--- config.mk ---
export PLATFORM = sky130hd
export DESIGN_NAME = if_fetch_unit_flat
export DESIGN_NICKNAME = d
export VERILOG_FILES = /design/src/rtl/if_fetch_unit_if.sv /design/src/rtl/if_fetch_unit.sv /design/src/flat_wrapper.sv
export SDC_FILE = /design/constraint.sdc
export NUM_CORES = 1
export LEC_CHECK = 0
export BUFFER_PORTS_ARGS = -buffer_cell sky130_fd_sc_hd__buf_4
export CAP_MARGIN = 20
export CORE_MARGIN = 2
export CORE_UTILIZATION = 46
export CTS_BUF_LIST = sky130_fd_sc_hd__clkbuf_4 sky130_fd_sc_hd__clkbuf_8
export DETAILED_ROUTE_END_ITERATION = 6
export PLACE_DENSITY = 0.68
export SYNTH_ARGS = -nofsm -noshare
export SYNTH_HDL_FRONTEND = slang
export SYNTH_SLANG_ARGS = --single-unit
--- constraint.sdc ---
create_clock -name clk -period 5.5 [get_ports clk]
set_input_delay 0.55 -clock clk [delete_from_list [all_inputs] [get_ports clk]]
set_output_delay 0.55 -clock clk [all_outputs]
set_load 0.005 [all_outputs]
--- src/rtl/if_fetch_unit_if.sv ---
// ============================================================================
// Module      : if_fetch_unit_if
// Description : Instruction-bus req/ack interface between the fetch unit and
//               instruction memory.
// Revision    : 1.0 - initial release
// ============================================================================
`default_nettype none

interface if_fetch_unit_if;
  logic        ibus_req_o;
  logic [31:0] ibus_addr_o;
  logic        ibus_ack_i;
  logic [31:0] ibus_data_i;

  modport master (
    output ibus_req_o,
    output ibus_addr_o,
    input  ibus_ack_i,
    input  ibus_data_i
  );

  modport slave (
    input  ibus_req_o,
    input  ibus_addr_o,
    output ibus_ack_i,
    output ibus_data_i
  );
endinterface

`default_nettype wire

--- src/rtl/if_fetch_unit.sv ---
// ============================================================================
// Module      : if_fetch_unit
// Description : IF stage - PC owner, instruction-bus req/ack master and
//               producer side of the IF/ID register. Optional ack watchdog
//               enabled by macro IFETCH_TIMEOUT_EN.
// Revision    : 1.0 - initial release
// ============================================================================
`default_nettype none

module if_fetch_unit #(
  parameter logic [31:0] RESET_PC       = 32'h0000_0000,
  parameter int unsigned TIMEOUT_CYCLES = 255
) (
  input  wire                  clk,
  input  wire                  rst,
  input  wire  [5:0]           stall,
  input  wire                  flush,
  input  wire  [31:0]          new_pc,
  input  wire                  branch_flag_i,
  input  wire  [31:0]          branch_target_address_i,
  if_fetch_unit_if.master      ibus,
  output logic [31:0]          if_pc,
  output logic [31:0]          if_inst,
  output logic                 stallreq,
  output logic                 fetch_err
);

  typedef enum logic [1:0] {
    S_IDLE  = 2'd0,
    S_BUSY  = 2'd1,
    S_HOLD  = 2'd2,
    S_DRAIN = 2'd3
  } state_t;

  state_t      r_state,      w_state_nxt;
  logic [31:0] r_pc,         w_pc_nxt;
  logic [31:0] r_inst_buf,   w_inst_buf_nxt;
  logic [31:0] r_pc_buf,     w_pc_buf_nxt;
  logic        r_pend_br,    w_pend_br_nxt;
  logic [31:0] r_pend_tgt,   w_pend_tgt_nxt;
  logic        r_req,        w_req_nxt;
  logic [31:0] r_addr,       w_addr_nxt;
  logic        r_stallreq;
  logic [31:0] w_adv_pc;
  logic        w_ack;

`ifdef IFETCH_TIMEOUT_EN
  localparam int c_CNT_W = (TIMEOUT_CYCLES < 2) ? 1 : $clog2(TIMEOUT_CYCLES + 1);
  localparam logic [c_CNT_W-1:0] c_TMO_LAST = c_CNT_W'(TIMEOUT_CYCLES - 1);

  logic [c_CNT_W-1:0] r_cnt, w_cnt_nxt;
  logic               r_fetch_err, w_err_nxt;
  logic               w_unused;

  assign w_unused  = ^stall[5:1];
  assign fetch_err = r_fetch_err;
`else
  logic w_unused;

  assign w_unused  = ^{stall[5:1], TIMEOUT_CYCLES};
  assign fetch_err = 1'b0;
`endif

  assign w_ack = ibus.ibus_ack_i;

  // ---------------------------------------------------------------------------
  // State register
  // ---------------------------------------------------------------------------
  always_ff @(posedge clk or negedge rst) begin
    if (!rst) begin
      r_state     <= S_IDLE;
      r_pc        <= RESET_PC;
      r_inst_buf  <= 32'h0;
      r_pc_buf    <= 32'h0;
      r_pend_br   <= 1'b0;
      r_pend_tgt  <= 32'h0;
      r_req       <= 1'b0;
      r_addr      <= 32'h0;
      r_stallreq  <= 1'b0;
`ifdef IFETCH_TIMEOUT_EN
      r_cnt       <= '0;
      r_fetch_err <= 1'b0;
`endif
    end else begin
      r_state     <= w_state_nxt;
      r_pc        <= w_pc_nxt;
      r_inst_buf  <= w_inst_buf_nxt;
      r_pc_buf    <= w_pc_buf_nxt;
      r_pend_br   <= w_pend_br_nxt;
      r_pend_tgt  <= w_pend_tgt_nxt;
      r_req       <= w_req_nxt;
      r_addr      <= w_addr_nxt;
      r_stallreq  <= (w_state_nxt != S_HOLD);
`ifdef IFETCH_TIMEOUT_EN
      r_cnt       <= w_cnt_nxt;
      r_fetch_err <= w_err_nxt;
`endif
    end
  end

  // ---------------------------------------------------------------------------
  // Next-state logic
  // ---------------------------------------------------------------------------
  always_comb begin
    w_state_nxt    = r_state;
    w_pc_nxt       = r_pc;
    w_inst_buf_nxt = r_inst_buf;
    w_pc_buf_nxt   = r_pc_buf;
    w_pend_br_nxt  = r_pend_br;
    w_pend_tgt_nxt = r_pend_tgt;
    w_req_nxt      = r_req;
    w_addr_nxt     = r_addr;
    w_adv_pc       = r_pc + 32'd4;
`ifdef IFETCH_TIMEOUT_EN
    w_cnt_nxt      = r_cnt;
    w_err_nxt      = 1'b0;
`endif

    if (branch_flag_i) begin
      w_adv_pc = branch_target_address_i;
    end else if (r_pend_br) begin
      w_adv_pc = r_pend_tgt;
    end

    if (flush) begin
      // An in-flight request cannot be aborted on the bus; let it drain.
      w_pc_nxt      = new_pc;
      w_pend_br_nxt = 1'b0;
      case (r_state)
        S_BUSY: begin
          if (w_ack) begin
            w_req_nxt   = 1'b0;
            w_state_nxt = S_IDLE;
          end else begin
            w_state_nxt = S_DRAIN;
          end
        end
        S_DRAIN: begin
          if (w_ack) begin
            w_req_nxt   = 1'b0;
            w_state_nxt = S_IDLE;
          end
        end
        default: begin
          w_state_nxt = S_IDLE;
        end
      endcase
    end else begin
      case (r_state)
        S_IDLE: begin
          if (branch_flag_i) begin
            w_pend_br_nxt  = 1'b1;
            w_pend_tgt_nxt = branch_target_address_i;
          end
          w_req_nxt   = 1'b1;
          w_addr_nxt  = r_pc;
          w_state_nxt = S_BUSY;
`ifdef IFETCH_TIMEOUT_EN
          w_cnt_nxt   = '0;
`endif
        end
        S_BUSY: begin
          if (branch_flag_i) begin
            w_pend_br_nxt  = 1'b1;
            w_pend_tgt_nxt = branch_target_address_i;
          end
          if (w_ack) begin
            w_inst_buf_nxt = ibus.ibus_data_i;
            w_pc_buf_nxt   = r_pc;
            w_req_nxt      = 1'b0;
            w_state_nxt    = S_HOLD;
          end
        end
        S_HOLD: begin
          if (!stall[0]) begin
            w_pc_nxt      = w_adv_pc;
            w_pend_br_nxt = 1'b0;
            w_req_nxt     = 1'b1;
            w_addr_nxt    = w_adv_pc;
            w_state_nxt   = S_BUSY;
`ifdef IFETCH_TIMEOUT_EN
            w_cnt_nxt     = '0;
`endif
          end else if (branch_flag_i) begin
            w_pend_br_nxt  = 1'b1;
            w_pend_tgt_nxt = branch_target_address_i;
          end
        end
        S_DRAIN: begin
          if (w_ack) begin
            w_req_nxt   = 1'b0;
            w_state_nxt = S_IDLE;
          end
        end
        default: begin
          w_state_nxt = S_IDLE;
        end
      endcase
    end

`ifdef IFETCH_TIMEOUT_EN
    // Watchdog: a dead fetch turns into a NOP so the pipeline keeps moving.
    if ((r_state == S_BUSY || r_state == S_DRAIN) && !w_ack) begin
      if (r_cnt >= c_TMO_LAST) begin
        w_req_nxt = 1'b0;
        w_err_nxt = 1'b1;
        if (r_state == S_BUSY && !flush) begin
          w_state_nxt    = S_HOLD;
          w_inst_buf_nxt = 32'h0;
          w_pc_buf_nxt   = r_pc;
        end else begin
          w_state_nxt    = S_IDLE;
        end
      end else begin
        w_cnt_nxt = r_cnt + c_CNT_W'(1);
      end
    end
`endif
  end

  // ---------------------------------------------------------------------------
  // Outputs
  // ---------------------------------------------------------------------------
  assign ibus.ibus_req_o  = r_req;
  assign ibus.ibus_addr_o = r_addr;
  assign if_pc            = (r_state == S_HOLD) ? r_pc_buf   : 32'h0;
  assign if_inst          = (r_state == S_HOLD) ? r_inst_buf : 32'h0;
  assign stallreq         = r_stallreq;

endmodule

`default_nettype wire

--- src/flat_wrapper.sv ---
// flat-port wrapper written by rule: the top's interface ports become plain ports
module if_fetch_unit_flat 
#(
  parameter logic [31:0] RESET_PC       = 32'h0000_0000,
  parameter int unsigned TIMEOUT_CYCLES = 255
)
  (clk, rst, stall, flush, new_pc, branch_flag_i, branch_target_address_i, if_pc, if_inst, stallreq, fetch_err, ibus_ibus_req_o, ibus_ibus_addr_o, ibus_ibus_ack_i, ibus_ibus_data_i);
  if_fetch_unit_if ibus_i ();
  input  wire clk;
  input  wire rst;
  input  wire  [5:0] stall;
  input  wire flush;
  input  wire  [31:0] new_pc;
  input  wire branch_flag_i;
  input  wire  [31:0] branch_target_address_i;
  output logic [31:0] if_pc;
  output logic [31:0] if_inst;
  output logic stallreq;
  output logic fetch_err;
  output wire logic [$bits(ibus_i.ibus_req_o)-1:0] ibus_ibus_req_o;
  output wire logic [$bits(ibus_i.ibus_addr_o)-1:0] ibus_ibus_addr_o;
  input wire logic [$bits(ibus_i.ibus_ack_i)-1:0] ibus_ibus_ack_i;
  input wire logic [$bits(ibus_i.ibus_data_i)-1:0] ibus_ibus_data_i;
  assign ibus_ibus_req_o = ibus_i.ibus_req_o;
  assign ibus_ibus_addr_o = ibus_i.ibus_addr_o;
  assign ibus_i.ibus_ack_i = ibus_ibus_ack_i;
  assign ibus_i.ibus_data_i = ibus_ibus_data_i;
  if_fetch_unit #(.RESET_PC(RESET_PC), .TIMEOUT_CYCLES(TIMEOUT_CYCLES)) u_core (.clk(clk), .rst(rst), .stall(stall), .flush(flush), .new_pc(new_pc), .branch_flag_i(branch_flag_i), .branch_target_address_i(branch_target_address_i), .ibus(ibus_i), .if_pc(if_pc), .if_inst(if_inst), .stallreq(stallreq), .fetch_err(fetch_err));
endmodule
# After elaboration in Yosys (flattened, before gate mapping)
# Index checks and enable logic that the tools add are counted.
[totals]
reg_bits = 165
latch_bits = 0
mem_bits_rw = 0
rom_bits = 0
input_bits = 107
out_inout_bits = 99
wordCells = 59
mem_count = 0
[classes]
add_sub_neg = 1
mul = 0
n_div = 0
order_cmp = 0
n_eq_ne = 9
shift = 0
mux = 27
bitwise_logic = 1
n_reduce_logical = 12
[ops]
columns = ["operator", "count"]
rows = [
  ["two-way mux 32 bit", 9],
  ["one-hot mux 32 bit (2 select lines)", 2],
  ["adder 32 x 3 -> 32 bit, second input constant", 1],
  ["two-way mux 2 bit", 5],
  ["AND reduction 3 bit", 3],
  ["!= test 2 bit, second input constant", 4],
  ["one-hot mux 2 bit (4 select lines)", 1],
  ["two-way mux 1 bit", 7],
  ["nonzero test 2 bit", 3],
  ["equality test 2 bit, second input constant", 2],
  ["one-hot mux 2 bit (2 select lines)", 1],
  ["AND reduction 2 bit", 2],
  ["OR reduction 2 bit", 2],
  ["!= test 3 bit, second input constant", 1],
  ["one-hot mux 1 bit (3 select lines)", 1],
  ["nonzero test 3 bit", 1],
  ["equality test 2 x 1 -> 1 bit, second input constant", 1],
  ["zero test 2 bit", 1],
  ["!= test 2 x 1 -> 1 bit, second input constant", 1],
  ["one-hot mux 1 bit (2 select lines)", 1],
  ["inverter 1 bit", 1],
]

# Longest topological paths before layout
[depth]
word_depth = 6
mapped_depth = 9
mapped_depth_nobuf = 7

# Worst setup path before layout
# OpenSTA, ideal clock, no wires.
[synth_timing]
path_kind = "flip-flop to flip-flop"
from = "register u_core.r_pc[2]"
to = "register u_core.r_pc[24]"
arrival_ns = 1.890
required_ns = 5.405
path_slack_ns = 3.515
path_stages_with_launch = 9
path_buffers = 1
synth_period_minus_slack_ns = 1.985
path_cell_list = "dfrtp_1 > ha_1 > and4_1 > buf_4 > nand4_2 > o31a_1 > a221oi_2 > a211oi_1 > o31ai_1"
[synth_via]
elab_chain_len = 6
[synth_rtl]
columns = ["item", "line", "rtl"]
rows = [
  ["start, declared", "if_fetch_unit.sv:36", "logic [31:0] r_pc, w_pc_nxt;"],
  ["start signal, assigned", "if_fetch_unit.sv:86", "r_pc <= w_pc_nxt;"],
  ["adder 32 x 3 -> 32 bit", "if_fetch_unit.sv:113", "w_adv_pc = r_pc + 32'd4;"],
  ["two-way mux 32 bit", "if_fetch_unit.sv:121", "end else if (r_pend_br) begin"],
  ["two-way mux 32 bit", "if_fetch_unit.sv:119", "if (branch_flag_i) begin"],
  ["two-way mux 32 bit", "if_fetch_unit.sv:175", "if (!stall[0]) begin"],
  ["two-way mux 32 bit", "if_fetch_unit.sv:149", "case (r_state)"],
  ["two-way mux 32 bit", "if_fetch_unit.sv:125", "if (flush) begin"],
]
# Every way passes these cells. The select of a mux whose other input is x is not followed.
# A chain may end at the register's enable or synchronous reset.

# Worst setup path in the final report
[layout_timing]
from = "register u_core.r_state[1]"
to = "output if_pc[31]"
[layout_via]
elab_chain_len = 2
[layout_rtl]
columns = ["item", "line", "rtl"]
rows = [
  ["start, declared", "if_fetch_unit.sv:35", "state_t r_state, w_state_nxt;"],
  ["start signal, assigned", "if_fetch_unit.sv:85", "r_state <= w_state_nxt;"],
  ["equality test 2 bit", "if_fetch_unit.sv:226", "assign if_pc = (r_state == S_HOLD) ? r_pc_buf : 32'h0;"],
  ["two-way mux 32 bit", "if_fetch_unit.sv:226", ""],
  ["end, declared", "flat_wrapper.sv:16", "output logic [31:0] if_pc;"],
]
# Every way passes these cells.

==> metrics.txt <==
post-route ant nets=0; hpwl dp=15800 um; fin crit share=0.581; H-tree depth=4; final setup violation count=0; Place WS=2780 ps; # IOs=206; post-synthesis compound-gate area fraction=0.134; Hold WS=6.87 ps; die width=139 um; CP endpoint=if_pc[31]; Final Skew=8.73 ps; Die Area=0.0195 sq mm; Synth area leader=dfrtp_1; global-route wire length before repair=37800 um; Crit path required time=4950 ps; clk_lat worst skew=470 ps; routed vias/inst=5.66; maximum vdd drop=0.167 mV; core area=0.0180 sq mm; Slew headroom=0.321; final worst slack=2300 ps; Fin. Hold Viols=0; Post-synth EDFFs=0; Post-CTS Resized=0; Yosys reg bits=165; Clock Root Buffer=clkbuf_8; Fin Setup TNS=0 ps; share of layout cells above drive strength 1=0.335; Post-CTS Setup Inserts=0; RSZ-0062 raised after global routing=no; GRT overflow=0; post-synthesis cell count=839; vias in the first global route=6742; FP Rows=49; PwrDens=386 mW/mm^2; final net count=1112; WL/cell=19.0 um; Hold Path Class=input port to async pin; P&R area growth vs syn=24.3%; IO buf count=199; CP endpoint kind=primary output; Die Y-Extent=139 um; TritonCTS Buffers=17; DRC violations left=0; yosys warns=0; initial antenna violation count=0; largest cells by area after synthesis=dfrtp_1 (49%), mux2_2 (12%), and2_1 (4.8%), nand2_1 (3.9%), o21ai_0 (3.7%); largest family of logic cells by synthesized area=simple AND/OR/NAND/NOR gates; CP max FO=66; Slew @ Worst Pin=1010 ps; crit path from=u_core.r_state[1]; max-slew violation count=0; Adder-Cell Fraction of Synth Area=0.00148; Distinct cells, synth=61; leakage=4.70 nW; main flop type after synthesis=dfrtp_1; Total GRT Usage=0.248; FF-to-FF setup slack=2680 ps; Hold-fix buffers, CTS=0; Synth Area in Simple Gates=0.176; clock buffer depth=2; largest net degree at the start of global routing=67; antenna diode count=0; reg2reg end=u_core.r_pc[22]; CP arrival=2650 ps; max frequency=313 MHz; Clock Pin Slew Worst Setup and Hold Paths=80 ps; initial DRC count=612; Final Wtd Congestion=0.834; routed vias=7046; Final min period=3200 ps; critical path type=flip-flop to primary output; Starting Density=0.470; Max-cap violations=0; R2R depth=7; post-synth top area share=0.489; commonest non-fill, non-tap cell in the layout=buf_4; Async SR Flop Fraction=1.00; Syn Std Cell Area=0.00844 sq mm; XOR/XNOR Fraction of Synth Area=0.0135; CTS tree=done; Fillers=1581; post-synthesis mux area share=0.148; Mean Syn Cell Area=10.1 sq um; Setup crit start kind=flip-flop; Seq/Total Area, Yosys=0.489; DRT Pass-1 Iters=6; syn_nets=947; CTS sink count=165; commonest cells after routing, fill and taps aside=buf_4 (208), dfrtp_1 (165), nand2_1 (87), mux2_2 (87), and2_1 (65); outcome=finished clean; Critical R2R Launch=u_core.r_pend_br; detailed-route wire length=23700 um
## routing by layer
| layer | vias up | global-route usage | part of all wire |
|---|---|---|---|
| li1 | 3315 | - | - |
| met1 | 3404 | 0.359 | 0.46 |
| met2 | 297 | 0.379 | 0.45 |
| met3 | 30 | 0.0502 | 0.073 |
| met4 | 0 | 0.0718 | 0.020 |
| met5 | - | 0 | 0 |
## area by class of cell
cell class,instances,area [sq um],area share
flip-flops and latches,165,4130,0.393
clock buffers,20,263,0.0250
multi-input cells,602,4020,0.383
repair buffers,210,1590,0.151
inverters,8,30.0,0.00286
clock inverters,11,175,0.0167
well taps,229,287,0.0273
## kinds of logic after synthesis
kind of cell	count (synthesis)
buf+inv	72
mux	113
other cells	1
compound gates	190
simple gates	284
fa+ha+maj	1
xor+xnor	13
flops	165
## stage by stage
| stage | area (sq um) | instances | power [mW] | utilization |
|---|---|---|---|---|
| 2_1_floorplan | 8440 | 839 | 2.54 | - |
| 5_1_grt | 10500 | 1245 | 4.30 | 0.584 |
| 4_1_cts | 10500 | 1244 | 4.08 | 0.583 |
| 3_5_place_dp | 10000 | 1213 | 3.11 | 0.559 |
| 3_3_place_gp | 10000 | 1213 | 3.07 | 0.559 |
| 6_report | 10500 | 1245 | 4.05 | 0.584 |
## synth_stat cells, drive strengths merged, types with 12 or more instances
cell      n
a21oi    48
and2     66
and3     19
buf      27
clkbuf   37
dfrtp   165
mux2     96
mux2i    17
nand2    88
nand4    14
nor2     43
nor3     12
o21ai    80
## worst min path at each step
stage	from	endpoint	cells past startpoint	slack, ps
finish	rst	u_core.ibus.ibus_addr_o[27]	1	7
global route	rst	u_core.r_pc_buf[29]	1	30
floorplan	rst	u_core.ibus.ibus_addr_o[0]	0	250
detailed placement	u_core.ibus.ibus_addr_o[1]	u_core.ibus.ibus_addr_o[1]	2	470
CTS	rst	u_core.ibus.ibus_addr_o[27]	1	20
global placement	u_core.ibus.ibus_addr_o[12]	u_core.ibus.ibus_addr_o[12]	2	470
## report_power, final
part,switching (mW),internal (mW)
logic,0.521,0.658
clock network,0.453,0.517
registers,0.265,1.64
## registers in the layout, summed over array words and instances, names as in the netlist
signal                   cells
u_core.r_pend_br             1
u_core.ibus.ibus_addr_o     32
u_core.r_pc_buf             32
u_core.stallreq              1
u_core.ibus.ibus_req_o       1
u_core.r_pend_tgt           32
u_core.r_pc                 32
u_core.r_inst_buf           32
u_core.r_state               2
## worst max-delay path, cell delays in order (launching register included)
cell	delay (ps)
dfrtp_1	610
nor2b_4	530
buf_4	560
and2_1	290
buf_4	140
No activity file was read; power rests on OpenSTA's default activity.
